===== src/rtl/writeback_queue.sv =====
// Serialises ALU and load results onto the register file's single write port; flags pending writes for decode.
// Latency: push at edge k -> write asserted in cycle k+1 (registered output), one pop per cycle.
// Backpressure: in_ready = count <= DEPTH-2; pushes that do not fit are dropped and set sticky overflow.
module writeback_queue #(
    parameter int DEPTH = 4,
    parameter int AW    = 5,
    parameter int DW    = 32
) (
    input  logic          Clk,
    input  logic          rst,
    input  logic          alu_valid,
    input  logic [AW-1:0] alu_rd,
    input  logic [DW-1:0] alu_data,
    input  logic          mem_valid,
    input  logic [AW-1:0] mem_rd,
    input  logic [DW-1:0] mem_data,
    output logic          in_ready,
    output logic          write,
    output logic [AW-1:0] rd,
    output logic [DW-1:0] entradaWb,
    input  logic [AW-1:0] rs,
    input  logic [AW-1:0] rt,
    output logic          pend_rs,
    output logic          pend_rt,
    output logic          overflow
);
    localparam int PW = $clog2(DEPTH);
    localparam int CW = $clog2(DEPTH + 1);
    localparam logic [CW-1:0] DEPTH_C = CW'(DEPTH);
    localparam logic [CW-1:0] READY_MAX = CW'(DEPTH - 2);
    localparam logic [CW-1:0] TWO = CW'(2);
    localparam logic [PW-1:0] ONE_P = PW'(1);

    typedef struct packed {
        logic [AW-1:0] rd;
        logic [DW-1:0] dat;
    } entry_t;

    entry_t        q [DEPTH];
    logic [PW-1:0] head, tail, tail_p1;
    logic [CW-1:0] count, space, n_req, n_acc, pop_c;
    logic          mem_q, alu_q, pop, drop;
    entry_t        first, second;
    logic [PW-1:0] off;
    logic          hit_rs, hit_rt;

    // Writes to $0 are architecturally no-ops, so they never take a slot.
    assign mem_q   = mem_valid && (mem_rd != '0);
    assign alu_q   = alu_valid && (alu_rd != '0);
    assign n_req   = {{(CW-1){1'b0}}, mem_q} + {{(CW-1){1'b0}}, alu_q};
    // Space is judged before this edge's pop; a slot freed by the pop is not reused until next edge.
    assign space   = DEPTH_C - count;
    assign drop    = n_req > space;
    assign n_acc   = drop ? space : n_req;
    assign pop     = count != '0;
    assign pop_c   = {{(CW-1){1'b0}}, pop};
    assign tail_p1 = tail + ONE_P;
    // The load is the older instruction, so it goes in first.
    assign first   = mem_q ? '{rd: mem_rd, dat: mem_data} : '{rd: alu_rd, dat: alu_data};
    assign second  = '{rd: alu_rd, dat: alu_data};
    assign in_ready = count <= READY_MAX;

    always_ff @(posedge Clk) begin
        if (!rst) begin
            if (n_acc != '0) q[tail] <= first;
            if (n_acc == TWO) q[tail_p1] <= second;
        end
    end

    always_ff @(posedge Clk) begin
        if (rst) begin
            head      <= '0;
            tail      <= '0;
            count     <= '0;
            write     <= 1'b0;
            rd        <= '0;
            entradaWb <= '0;
            overflow  <= 1'b0;
        end else begin
            tail  <= tail + n_acc[PW-1:0];
            count <= count + n_acc - pop_c;
            write <= pop;
            if (pop) begin
                rd        <= q[head].rd;
                entradaWb <= q[head].dat;
                head      <= head + ONE_P;
            end
            if (drop) overflow <= 1'b1;
        end
    end

    // A slot is live when its distance from head is below count.
    always_comb begin
        hit_rs = 1'b0;
        hit_rt = 1'b0;
        off    = '0;
        for (int i = 0; i < DEPTH; i++) begin
            off = PW'(i) - head;
            if ({1'b0, off} < count) begin
                if (q[i].rd == rs) hit_rs = 1'b1;
                if (q[i].rd == rt) hit_rt = 1'b1;
            end
        end
    end

    assign pend_rs = (rs != '0) && (hit_rs || (write && (rd == rs)));
    assign pend_rt = (rt != '0) && (hit_rt || (write && (rd == rt)));
endmodule


===== config.mk =====
export PLATFORM = sky130hd
export DESIGN_NAME = writeback_queue
export DESIGN_NICKNAME = d
export VERILOG_FILES = /design/src/rtl/writeback_queue.sv
export SDC_FILE = /design/constraint.sdc
export NUM_CORES = 1
export LEC_CHECK = 0
export BUFFER_PORTS_ARGS = -buffer_cell sky130_fd_sc_hd__buf_2
export CAP_MARGIN = 20
export CORE_ASPECT_RATIO = 1.25
export CORE_MARGIN = 2
export CORE_UTILIZATION = 50
export DETAILED_ROUTE_END_ITERATION = 16
export PLACE_DENSITY = 0.77
export RECOVER_POWER = 100
export SYNTH_ARGS = -nofsm -noshare
export SYNTH_HDL_FRONTEND = slang
export SYNTH_SLANG_ARGS = --single-unit

===== constraint.sdc =====
create_clock -name Clk -period 9.2 [get_ports Clk]
set_clock_uncertainty 0.15 [all_clocks]
set_input_delay 1.38 -clock Clk [delete_from_list [all_inputs] [get_ports Clk]]
set_output_delay 1.38 -clock Clk [all_outputs]
set_load 0.05 [all_outputs]

==> results.py, run 1 <==
metrics = {
    "synth": {
        "ys_ff_latch": 194,
        "synth.distinct_cells": 48,
        "synthFlopType": "edfxtp_1",
        "syn_area_per_cell_sq_um": 14.72,
        "synth_fp_nets": 770,
        "synth-async-reset-ratio_pct": 0,
        "seq_area_frac_synth_pct": 54.32,
        "mappedNetlistArea_sq_um": 9877,
        "syn_inst": 671,
        "synth-edff-count": 148,
        "synth_warnings": 0,
    },
    "pwr": {
        "switchingPower_uw": 1351,
        "pwr-share-clk_pct": 20.9,
        "ir_drop_v": 0.0001472,
        "p_leak_uw": 0.003940,
        "cell_internal_pwr_uw": 2178,
        "combPwrFrac_pct": 39.3,
        "swShare_pct": 38.27,
        "power.density_nw_per_um2": 316.1,
        "seqPwrFrac_pct": 39.8,
    },
    "setup_path": {
        "crit_required_ns": 9.10,
        "cpMaxStageDelayCell": "a21oi_1",
        "rrSetupSlack_ns": 3.48,
        "path_max_fanout": 24,
        "critPathKind": "in -> reg",
        "start_kind": "primary input",
        "cp_data_arrival_time_ns": 6.73,
        "path_delay_family": "compound AO/OA/AOI/OAI gates",
        "rr_worst_depth": 10,
        "critical_path_depth": 11,
        "rr_startpoint": "count[0]",
        "worst-path-buf-inv": 2,
        "timing.rr.end": "q[0][25]",
        "cp-end-kind": "flip-flop",
        "slowest_delay_ns": 1.91,
        "worstPathCellList": "clkbuf_1, or4_1, o21a_1, ha_1, ha_1, o21ai_0, a22o_1, nor3_1, or3_1, a21oi_1, clkbuf_1",
    },
    "sta": {
        "fin_crit_sh_pct": 74.29,
        "worst_pin_slew_ns": 2.866,
        "finalHoldViolations": 0,
        "fin_ws_ns": 2.365,
        "setup_violations": 0,
        "tns_ns": 0,
        "final_max_slew_viol_count": 256,
        "slew_headroom_pct": -91.34,
        "post-route-min-period_ns": 6.835,
        "fmax_mhz": 146.3,
        "grt_setup_unrepaired": "no",
    },
    "global_route": {
        "grt.overflow.total": 0,
        "grt_pass1_wl_mm": 35.27,
        "grt_pass1_vias": 6583,
        "grt_max_degree": 51,
        "antenna_found_initial": 0,
        "grt_usage_pct": 22.46,
    },
    "job": {
        "drv_cap": 10,
    },
    "detailed_routing": {
        "first_pass_iters": 5,
        "drt-initial-drc-count": 385,
        "drt_wl_total_mm": 22.78,
        "vias": 6075,
        "ant_nets": 0,
        "drc_errors": 0,
        "post_drt_wl_per_cell_um": 21.45,
        "vias_per_cell": 5.720,
    },
    "cts": {
        "cts_tree": "yes",
        "cts_buffers": 17,
        "holdBufCountCts": 0,
        "postCtsSetupRepairBufs": 0,
        "clk_pin_slew_worst_paths_ns": 0.06,
        "clock-sinks": 194,
        "cts_resized": 0,
        "htreeDepth": 4,
        "clk_latency_ns": 0.43,
        "root_buffer": "clkbuf_16",
        "cts_buffer_depth": 2,
    },
    "status": {
        "violations": "capacitance limit, slew limit",
        "outcome": "finished, violations left",
    },
    "worst_hold_path": {
        "hold_path_depth": 2,
        "hold_path_class": "reg -> reg",
        "min_from": "entradaWb[30]",
        "worstHoldEndpoint": "entradaWb[30]",
    },
    "place": {
        "placed_cell_area_sq_um": 10740,
        "gp_congestion": 0.8148,
        "dpl.hpwl_mm": 14.48,
        "io_buffers": 129,
        "dp_slack_ns": 3.358,
    },
    "floorplan": {
        "start_util_pct": 50.92,
        "pin_count": 130,
        "design.die.area_sq_um": 20900,
        "die_h_um": 161.1,
        "die_w_um": 129.7,
        "num_rows": 57,
        "core_area_sq_um": 19400,
    },
    "layout": {
        "final_area_sq_um": 11160,
        "drive_above_1_share_pct": 33.79,
        "seq_area_sq_um": 5366,
        "multiInputGateArea_sq_um": 4200,
        "final_common_cell": "edfxtp_1",
        "mostFrequentLayoutCells": "edfxtp_1, mux2_2, buf_2, clkbuf_1, nor2_1",
        "area_growth_pct": 13.04,
        "nets": 882,
        "fillers": 1599,
    },
}
[synthesized netlist by cell type (2+ instances only)]
master    instances  area [sq um]
a21o_1            2         15.01
a21oi_1           7         35.03
a32o_1           10         100.1
buf_1            14         52.55
buf_2             6         30.03
buf_6             6         67.56
clkbuf_1         20         75.07
dfxtp_1          46         920.9
edfxtp_1        148          4444
ha_1             10         125.1
inv_1             8         30.03
mux2_1           26         292.8
mux2_2          112          1261
mux2i_1          39         390.4
mux4_2           37         833.3
nand2_1           5         18.77
nand2b_1          3         18.77
nand3_1           7         35.03
nand4_1           5         31.28
nor2_1           52         195.2
nor2b_1           3         18.77
nor3_1           11         55.05
nor3b_1           2         15.01
nor4_1            6         37.54
o21a_1            3         22.52
o21ai_0           3         15.01
o41ai_1           2         17.52
o41ai_4           2         55.05
or4_1             2         15.01
xnor2_1          32         280.3
xor2_1           25         219.0
[state kept, by name, indices dropped and copies added (netlist names)]
register   flops
entradaWb     32
rd             5
head           2
q            148
tail           2
count          3
write          1
overflow       1
[cells by family (layout without fill, tap and decap cells)]
| group | after synthesis | count (layout) | share of synthesized area (%) |
|---|---|---|---|
| flip-flops | 194 | 194 | 54.32 |
| other | 0 | 1 | 0 |
| XOR/XNOR | 57 | 57 | 5.054 |
| buffers and inverters | 55 | 180 | 2.660 |
| AND/OR/NAND/NOR | 102 | 102 | 4.865 |
| multiplexers | 214 | 214 | 28.12 |
| AO/OA/AOI/OAI | 38 | 38 | 3.509 |
| adder cells (fa/ha/maj) | 11 | 11 | 1.469 |
[area by class of cell]
type,count,area share (%)
inverter,8,0.2690
sequential,194,48.07
antenna,1,0.02241
multi-input combinational,422,37.62
tap,265,2.970
timing repair buffer,140,5.805
clock inverter,8,0.9302
clock buffer,24,4.315
[routing by layer]
metal / global-route usage (%) / up-vias / share of wire (%)
met5: 0 / - / 0
met4: 8.113 / 0 / 2.1
met3: 5.598 / 34 / 6.2
met2: 39.79 / 201 / 53
met1: 26.19 / 3056 / 38
li1: - / 2784 / -
[metrics by stage]
stage / total power (uW) / util, % / hold WS (ns) / instances
after CTS: 3574 / 58.36 / 0.3450 / 1060
final: 3529 / 57.55 / 0.3447 / 1062
after floorplan: 2472 / - / 0.4261 / 671
after global placement: 2795 / 55.34 / 0.3204 / 1028
after global routing: 3710 / 57.54 / 0.3790 / 1061
after detailed placement: 2839 / 55.34 / 0.3296 / 1028
[worst max-delay path by stage]
stage,startpoint,to,slack [ns]
floorplan,mem_rd[1],q[1][0],2.30
global placement,mem_rd[1],q[0][24],3.43
detailed placement,mem_rd[1],q[0][24],3.36
CTS,mem_rd[1],q[0][25],3.80
global route,mem_rd[1],q[0][25],2.08
finish,mem_rd[1],q[0][25],2.37
[power groups by stage]
stage	Combinational, uW	Clock, uW	Sequential (uW)
final	1390	738	1410
after global routing	1490	784	1440
after CTS	1430	745	1400
after detailed placement	1420	0	1420
after global placement	1380	0	1410
after floorplan	865	0	1610
[worst reg2reg max path: cells and delay by family (launching register included)]
family | cells | cell delay, ns
buffers and inverters | 3 | 1.10
and+or+nand+nor | 2 | 0.48
DFF | 1 | 0.49
AOI/OAI and AO/OA | 3 | 2.50
adders and majority gates | 2 | 0.62
Power figures use the tool's default switching activity.
==> run 2, diff against run 1 <==
--- a/config.mk
+++ b/config.mk
@@ -5,13 +5,14 @@
 export SDC_FILE = /design/constraint.sdc
 export NUM_CORES = 1
 export LEC_CHECK = 0
+export ABC_AREA = 1
 export BUFFER_PORTS_ARGS = -buffer_cell sky130_fd_sc_hd__buf_2
 export CAP_MARGIN = 20
 export CORE_ASPECT_RATIO = 1.25
 export CORE_MARGIN = 2
 export CORE_UTILIZATION = 50
 export DETAILED_ROUTE_END_ITERATION = 16
-export PLACE_DENSITY = 0.77
+export PLACE_DENSITY = 0.79
 export RECOVER_POWER = 100
 export SYNTH_ARGS = -nofsm -noshare
 export SYNTH_HDL_FRONTEND = slang
==> constraint.sdc (replaced) <==
create_clock -name Clk -period 6 [get_ports Clk]
set_clock_uncertainty 0.15 [all_clocks]
set_input_delay 0.9 -clock Clk [delete_from_list [all_inputs] [get_ports Clk]]
set_output_delay 0.9 -clock Clk [all_outputs]
set_load 0.05 [all_outputs]
==> results.py, run 2 <==
metrics = {
    "cts": {
        "postCtsSetupRepairBufs": 0,
        "clk_pin_slew_worst_paths_ns": 0.07,
        "clock-sinks": 194,
        "clk_latency_ns": 0.43,
        "cts_buffer_depth": 2,
        "htreeDepth": 4,
        "cts_resized": 0,
        "cts_buffers": 17,
        "root_buffer": "clkbuf_16",
        "cts_tree": "yes",
        "holdBufCountCts": 0,
    },
    "layout": {
        "reg.largest.list": "q x148, entradaWb x32, rd x5",
        "largest_reg_flops": 148,
        "area_growth_pct": 11.93,
        "nets": 1492,
        "largest_register": "q",
        "antennaDiodeCount": 0,
        "drive_above_1_share_pct": 10.46,
        "fillers": 1897,
        "mostFrequentLayoutCells": "nand2_1, nand3_1, edfxtp_1, buf_2, o21ai_0",
        "final_common_cell": "nand2_1",
    },
    "synth": {
        "synth.most_common_cell": "nand2_1",
        "synthFlopType": "edfxtp_1",
        "yosys-top-cells-area": "edfxtp_1, nand2_1, nand3_1",
        "synth_fp_nets": 1421,
        "synth-edff-count": 148,
        "syn_inst": 1322,
        "synthTopCellsByCount": "nand2_1, nand3_1, edfxtp_1",
        "syn_area_per_cell_sq_um": 8.109,
        "ys_ff_latch": 194,
        "synth.distinct_cells": 35,
        "synth-async-reset-ratio_pct": 0,
        "synth_top_area_share_pct": 41.46,
        "synth_top_area_cell": "edfxtp_1",
        "seq_area_frac_synth_pct": 50.05,
        "mappedNetlistArea_sq_um": 10720,
        "synth_warnings": 0,
    },
    "detailed_routing": {
        "vias_per_cell": 5.857,
        "drc_errors": 0,
        "drt-initial-drc-count": 1281,
        "ant_nets": 0,
        "post_drt_wl_per_cell_um": 18.58,
        "first_pass_iters": 5,
        "vias": 9840,
        "drt_wl_total_mm": 31.22,
    },
    "setup_path": {
        "cp-end-kind": "output port",
        "slowest_delay_ns": 1.04,
        "start_kind": "flip-flop",
        "cpMaxStageDelayCell": "inv_1",
        "cp_data_arrival_time_ns": 3.94,
        "critPathKind": "reg -> out",
        "crit_required_ns": 4.95,
        "worstPathCellList": "buf_4, inv_1, nand2_1, nand2_1, inv_1, ha_1, a31oi_1, nand3_1, nand3_1, nor2_1, nor2_1, clkbuf_1",
        "path_max_fanout": 37,
    },
    "place": {
        "io_buffers": 129,
        "dpl.hpwl_mm": 18.07,
        "gp_congestion": 0.9163,
        "dp_slack_ns": 1.236,
    },
    "floorplan": {
        "num_rows": 59,
        "die_w_um": 135.0,
        "die_h_um": 167.7,
        "core_area_sq_um": 20970,
        "pin_count": 130,
        "start_util_pct": 51.13,
        "design.die.area_sq_um": 22640,
    },
    "sta": {
        "fmax_mhz": 200.5,
        "final_max_slew_viol_count": 73,
        "finalHoldViolations": 0,
        "finalHoldWorstSlack_ns": 0.3923,
        "post-route-min-period_ns": 4.987,
        "grt_setup_unrepaired": "no",
        "worst_pin_slew_ns": 3.136,
        "fin_crit_sh_pct": 83.12,
        "setup_violations": 0,
        "slew_headroom_pct": -109.0,
        "tns_ns": 0,
        "fin_ws_ns": 1.013,
    },
    "worst_hold_path": {
        "hold_path_class": "reg -> reg",
    },
    "global_route": {
        "grt_usage_pct": 27.50,
        "grt_max_degree": 73,
        "grt.overflow.total": 0,
        "antenna_found_initial": 1,
        "grt_pass1_wl_mm": 48.59,
        "grt_pass1_vias": 9531,
    },
    "status": {
        "violations": "capacitance limit, slew limit",
        "outcome": "finished, violations left",
    },
    "pwr": {
        "power.density_nw_per_um2": 489.1,
        "p_leak_uw": 0.005217,
        "finalPower_uw": 5868,
        "ir_drop_v": 0.0002870,
    },
    "job": {
        "drv_cap": 1,
    },
}
run 2: power by group:
| group | internal [uW] | switching, uW | total [uW] | leakage, uW |
|---|---|---|---|---|
| clock network | 706 | 519 | 1220 | 0.000306 |
| logic | 622 | 1930 | 2560 | 0.00317 |
| registers | 1900 | 192 | 2090 | 0.00174 |
run 2: kinds of logic after synthesis:
| logic type | count (synthesis) | synth area share (%) |
|---|---|---|
| buffers and inverters | 145 | 6.267 |
| XOR/XNOR | 36 | 2.941 |
| adder cells (fa/ha/maj) | 11 | 1.354 |
| flip-flops | 194 | 50.05 |
| AND/OR/NAND/NOR | 780 | 30.39 |
| AO/OA/AOI/OAI | 156 | 8.999 |
run 2: final timing paths:
check	startpoint	end	slack (ns)	cells past startpoint
worst max-delay path	head[1]	pend_rs	1.01	12
worst min-delay path	q[2][31]	entradaWb[31]	0.39	2
worst max register to register	count[0]	entradaWb[5]	1.46	7
worst min register to register	q[2][31]	entradaWb[31]	0.39	2
run 2: layout make-up:
type / count / area [sq um] / share of cell area [%]
flip-flops and latches: 194 / 5366 / 44.72
clock buffers: 18 / 429.2 / 3.577
well taps: 274 / 342.8 / 2.857
multi-input cells: 983 / 4684 / 39.04
repair buffers: 149 / 790.8 / 6.590
clock inverters: 14 / 205.2 / 1.710
inverters: 48 / 180.2 / 1.502
run 2: layer usage:
metal / share of wire [%] / track usage, % / up-vias
li1: - / - / 4624
met4: 3.2 / 12.23 / 2
met1: 38 / 33.42 / 4536
met2: 50 / 47.83 / 583
met5: 0.051 / 0 / -
met3: 9.2 / 4.541 / 95
run 2: critical path, delay by kind of cell, from the launching register on:
kind | cells | cell delay, ns
buffers and inverters | 4 | 1.81
AND/OR/NAND/NOR | 6 | 0.77
AO/OA/AOI/OAI | 1 | 0.34
flip-flops | 1 | 0.30
adder cells (fa/ha/maj) | 1 | 0.27
run 2: stage by stage:
stage | instance area, sq um | std cells | util [%]
after global placement | 11400 | 1645 | 54.37
final | 12000 | 1680 | 57.23
after floorplan | 10720 | 1322 | -
after CTS | 12030 | 1677 | 57.39
after detailed placement | 11400 | 1645 | 54.37
after global routing | 12000 | 1680 | 57.23
==> run 3, diff against run 2 <==
--- a/config.mk
+++ b/config.mk
@@ -12,7 +12,7 @@
 export CORE_MARGIN = 2
 export CORE_UTILIZATION = 50
 export DETAILED_ROUTE_END_ITERATION = 16
-export PLACE_DENSITY = 0.79
+export PLACE_DENSITY = 0.76
 export RECOVER_POWER = 100
 export SYNTH_ARGS = -nofsm -noshare
 export SYNTH_HDL_FRONTEND = slang
==> constraint.sdc (replaced) <==
create_clock -name Clk -period 4.65 [get_ports Clk]
set_clock_uncertainty 0.15 [all_clocks]
set_input_delay 0.6975 -clock Clk [delete_from_list [all_inputs] [get_ports Clk]]
set_output_delay 0.6975 -clock Clk [all_outputs]
set_load 0.05 [all_outputs]
==> results.py, run 3 (synthesis gave the netlist of run 2 again) <==
metrics = {
    "setup_path": {
        "cp_data_arrival_time_ns": 3.20,
        "path_max_fanout": 21,
        "cp-end-kind": "output port",
        "critPathKind": "reg -> out",
        "crit_required_ns": 3.80,
        "start_kind": "flip-flop",
    },
    "cts": {
        "cts_buffer_depth": 2,
        "cts_tree": "yes",
        "clk_pin_slew_worst_paths_ns": 0.07,
        "clk_latency_ns": 0.44,
        "holdBufCountCts": 0,
        "htreeDepth": 4,
        "postCtsSetupRepairBufs": 0,
        "cts_resized": 0,
        "cts_buffers": 17,
        "root_buffer": "clkbuf_16",
        "clock-sinks": 194,
    },
    "sta": {
        "grt_setup_unrepaired": "no",
        "final_max_slew_viol_count": 38,
        "worst_pin_slew_ns": 1.602,
        "post-route-min-period_ns": 4.046,
        "tns_ns": 0,
        "fin_crit_sh_pct": 87.01,
        "fmax_mhz": 247.2,
        "finalHoldViolations": 0,
        "slew_headroom_pct": -6.886,
        "setup_violations": 0,
    },
    "status": {
        "outcome": "finished, violations left",
        "violations": "capacitance limit, slew limit",
    },
    "detailed_routing": {
        "vias_per_cell": 5.821,
        "first_pass_iters": 7,
        "vias": 9809,
        "ant_nets": 0,
        "drt-initial-drc-count": 1043,
        "drc_errors": 0,
        "drt_wl_total_mm": 31.02,
        "post_drt_wl_per_cell_um": 18.41,
    },
    "layout": {
        "drive_above_1_share_pct": 10.92,
        "reg.largest.list": "q x148, entradaWb x32, rd x5",
        "area_growth_pct": 11.83,
        "largest_reg_flops": 148,
        "fillers": 1910,
        "mostFrequentLayoutCells": "nand2_1, nand3_1, edfxtp_1, buf_2, o21ai_0",
        "final_common_cell": "nand2_1",
        "largest_register": "q",
        "final_cells": 1685,
        "nets": 1496,
    },
    "global_route": {
        "grt_pass1_wl_mm": 48.53,
        "grt_pass1_vias": 9483,
        "grt_usage_pct": 27.59,
        "grt.overflow.total": 0,
        "antenna_found_initial": 2,
        "grt_max_degree": 99,
    },
    "floorplan": {
        "die_w_um": 135.0,
        "pin_count": 130,
        "die_h_um": 167.7,
        "core_area_sq_um": 20970,
        "start_util_pct": 51.13,
        "num_rows": 59,
        "design.die.area_sq_um": 22640,
    },
    "pwr": {
        "power.density_nw_per_um2": 623.1,
        "p_leak_uw": 0.005224,
        "ir_drop_v": 0.0004220,
    },
    "worst_hold_path": {
        "hold_path_class": "reg -> reg",
    },
    "place": {
        "numPlacedInstances": 1652,
        "dpl.hpwl_mm": 18.77,
        "gp_congestion": 0.9212,
        "io_buffers": 129,
    },
    "job": {
        "drv_cap": 1,
    },
}
-- run 3: metrics by stage --
stage / cell area [sq um] / utilization (%) / hold WS, ns / worst slack, ns / total power [uW]
after global placement: 11490 / 54.80 / 0.3661 / 0.5818 / 5988
after floorplan: 10720 / - / 0.3302 / 0.4178 / 5069
after CTS: 12090 / 57.65 / 0.3699 / 0.9179 / 7541
final: 11990 / 57.19 / 0.3854 / 0.6042 / 7471
after detailed placement: 11490 / 54.80 / 0.3722 / 0.4498 / 6068
after global routing: 11990 / 57.19 / 0.3909 / 0.3475 / 7881
-- run 3: worst max-delay path, stage by stage (launching register included) --
cell     delay (ns)
dfxtp_1        0.97
inv_1          0.13
nand2_1        0.20
nand2_1        0.12
inv_1          0.07
ha_1           0.23
a31oi_1        0.37
nand3_1        0.14
nand3_1        0.12
nor2_1         0.04
nor2_1         0.09
buf_2          0.27
-- run 3: metal layers --
layer | vias up | global-route usage (%) | share of wire [%]
li1 | 4628 | - | -
met1 | 4555 | 34.23 | 37
met2 | 550 | 47.80 | 49
met3 | 74 | 3.815 | 10
met4 | 2 | 12.09 | 3.0
met5 | - | 0 | 0.042
-- run 3: layout make-up --
cell class	count	area, sq um	area share, %
repair buffers	153	822.0	6.857
flip-flops and latches	194	5365	44.75
clock inverters	14	168.9	1.409
clock buffers	18	429.2	3.580
multi-input cells	983	4678	39.02
inverters	48	180.2	1.503
well taps	274	342.8	2.860
diodes	1	2.502	0.02087
-- run 3: final timing paths --
kind	from	to	slack, ns	cells after the start
worst max-delay path	head[0]	pend_rs	0.60	11
worst min-delay path	q[3][2]	entradaWb[2]	0.39	2
worst max register to register	count[0]	q[2][28]	1.03	14
worst min register to register	q[3][2]	entradaWb[2]	0.39	2
-- run 3: where the power goes --
group	total [uW]	switching [uW]	internal, uW
clock	1480	714	769
sequential	2720	284	2440
combinational	3260	2460	804
total	7470	3460	4010
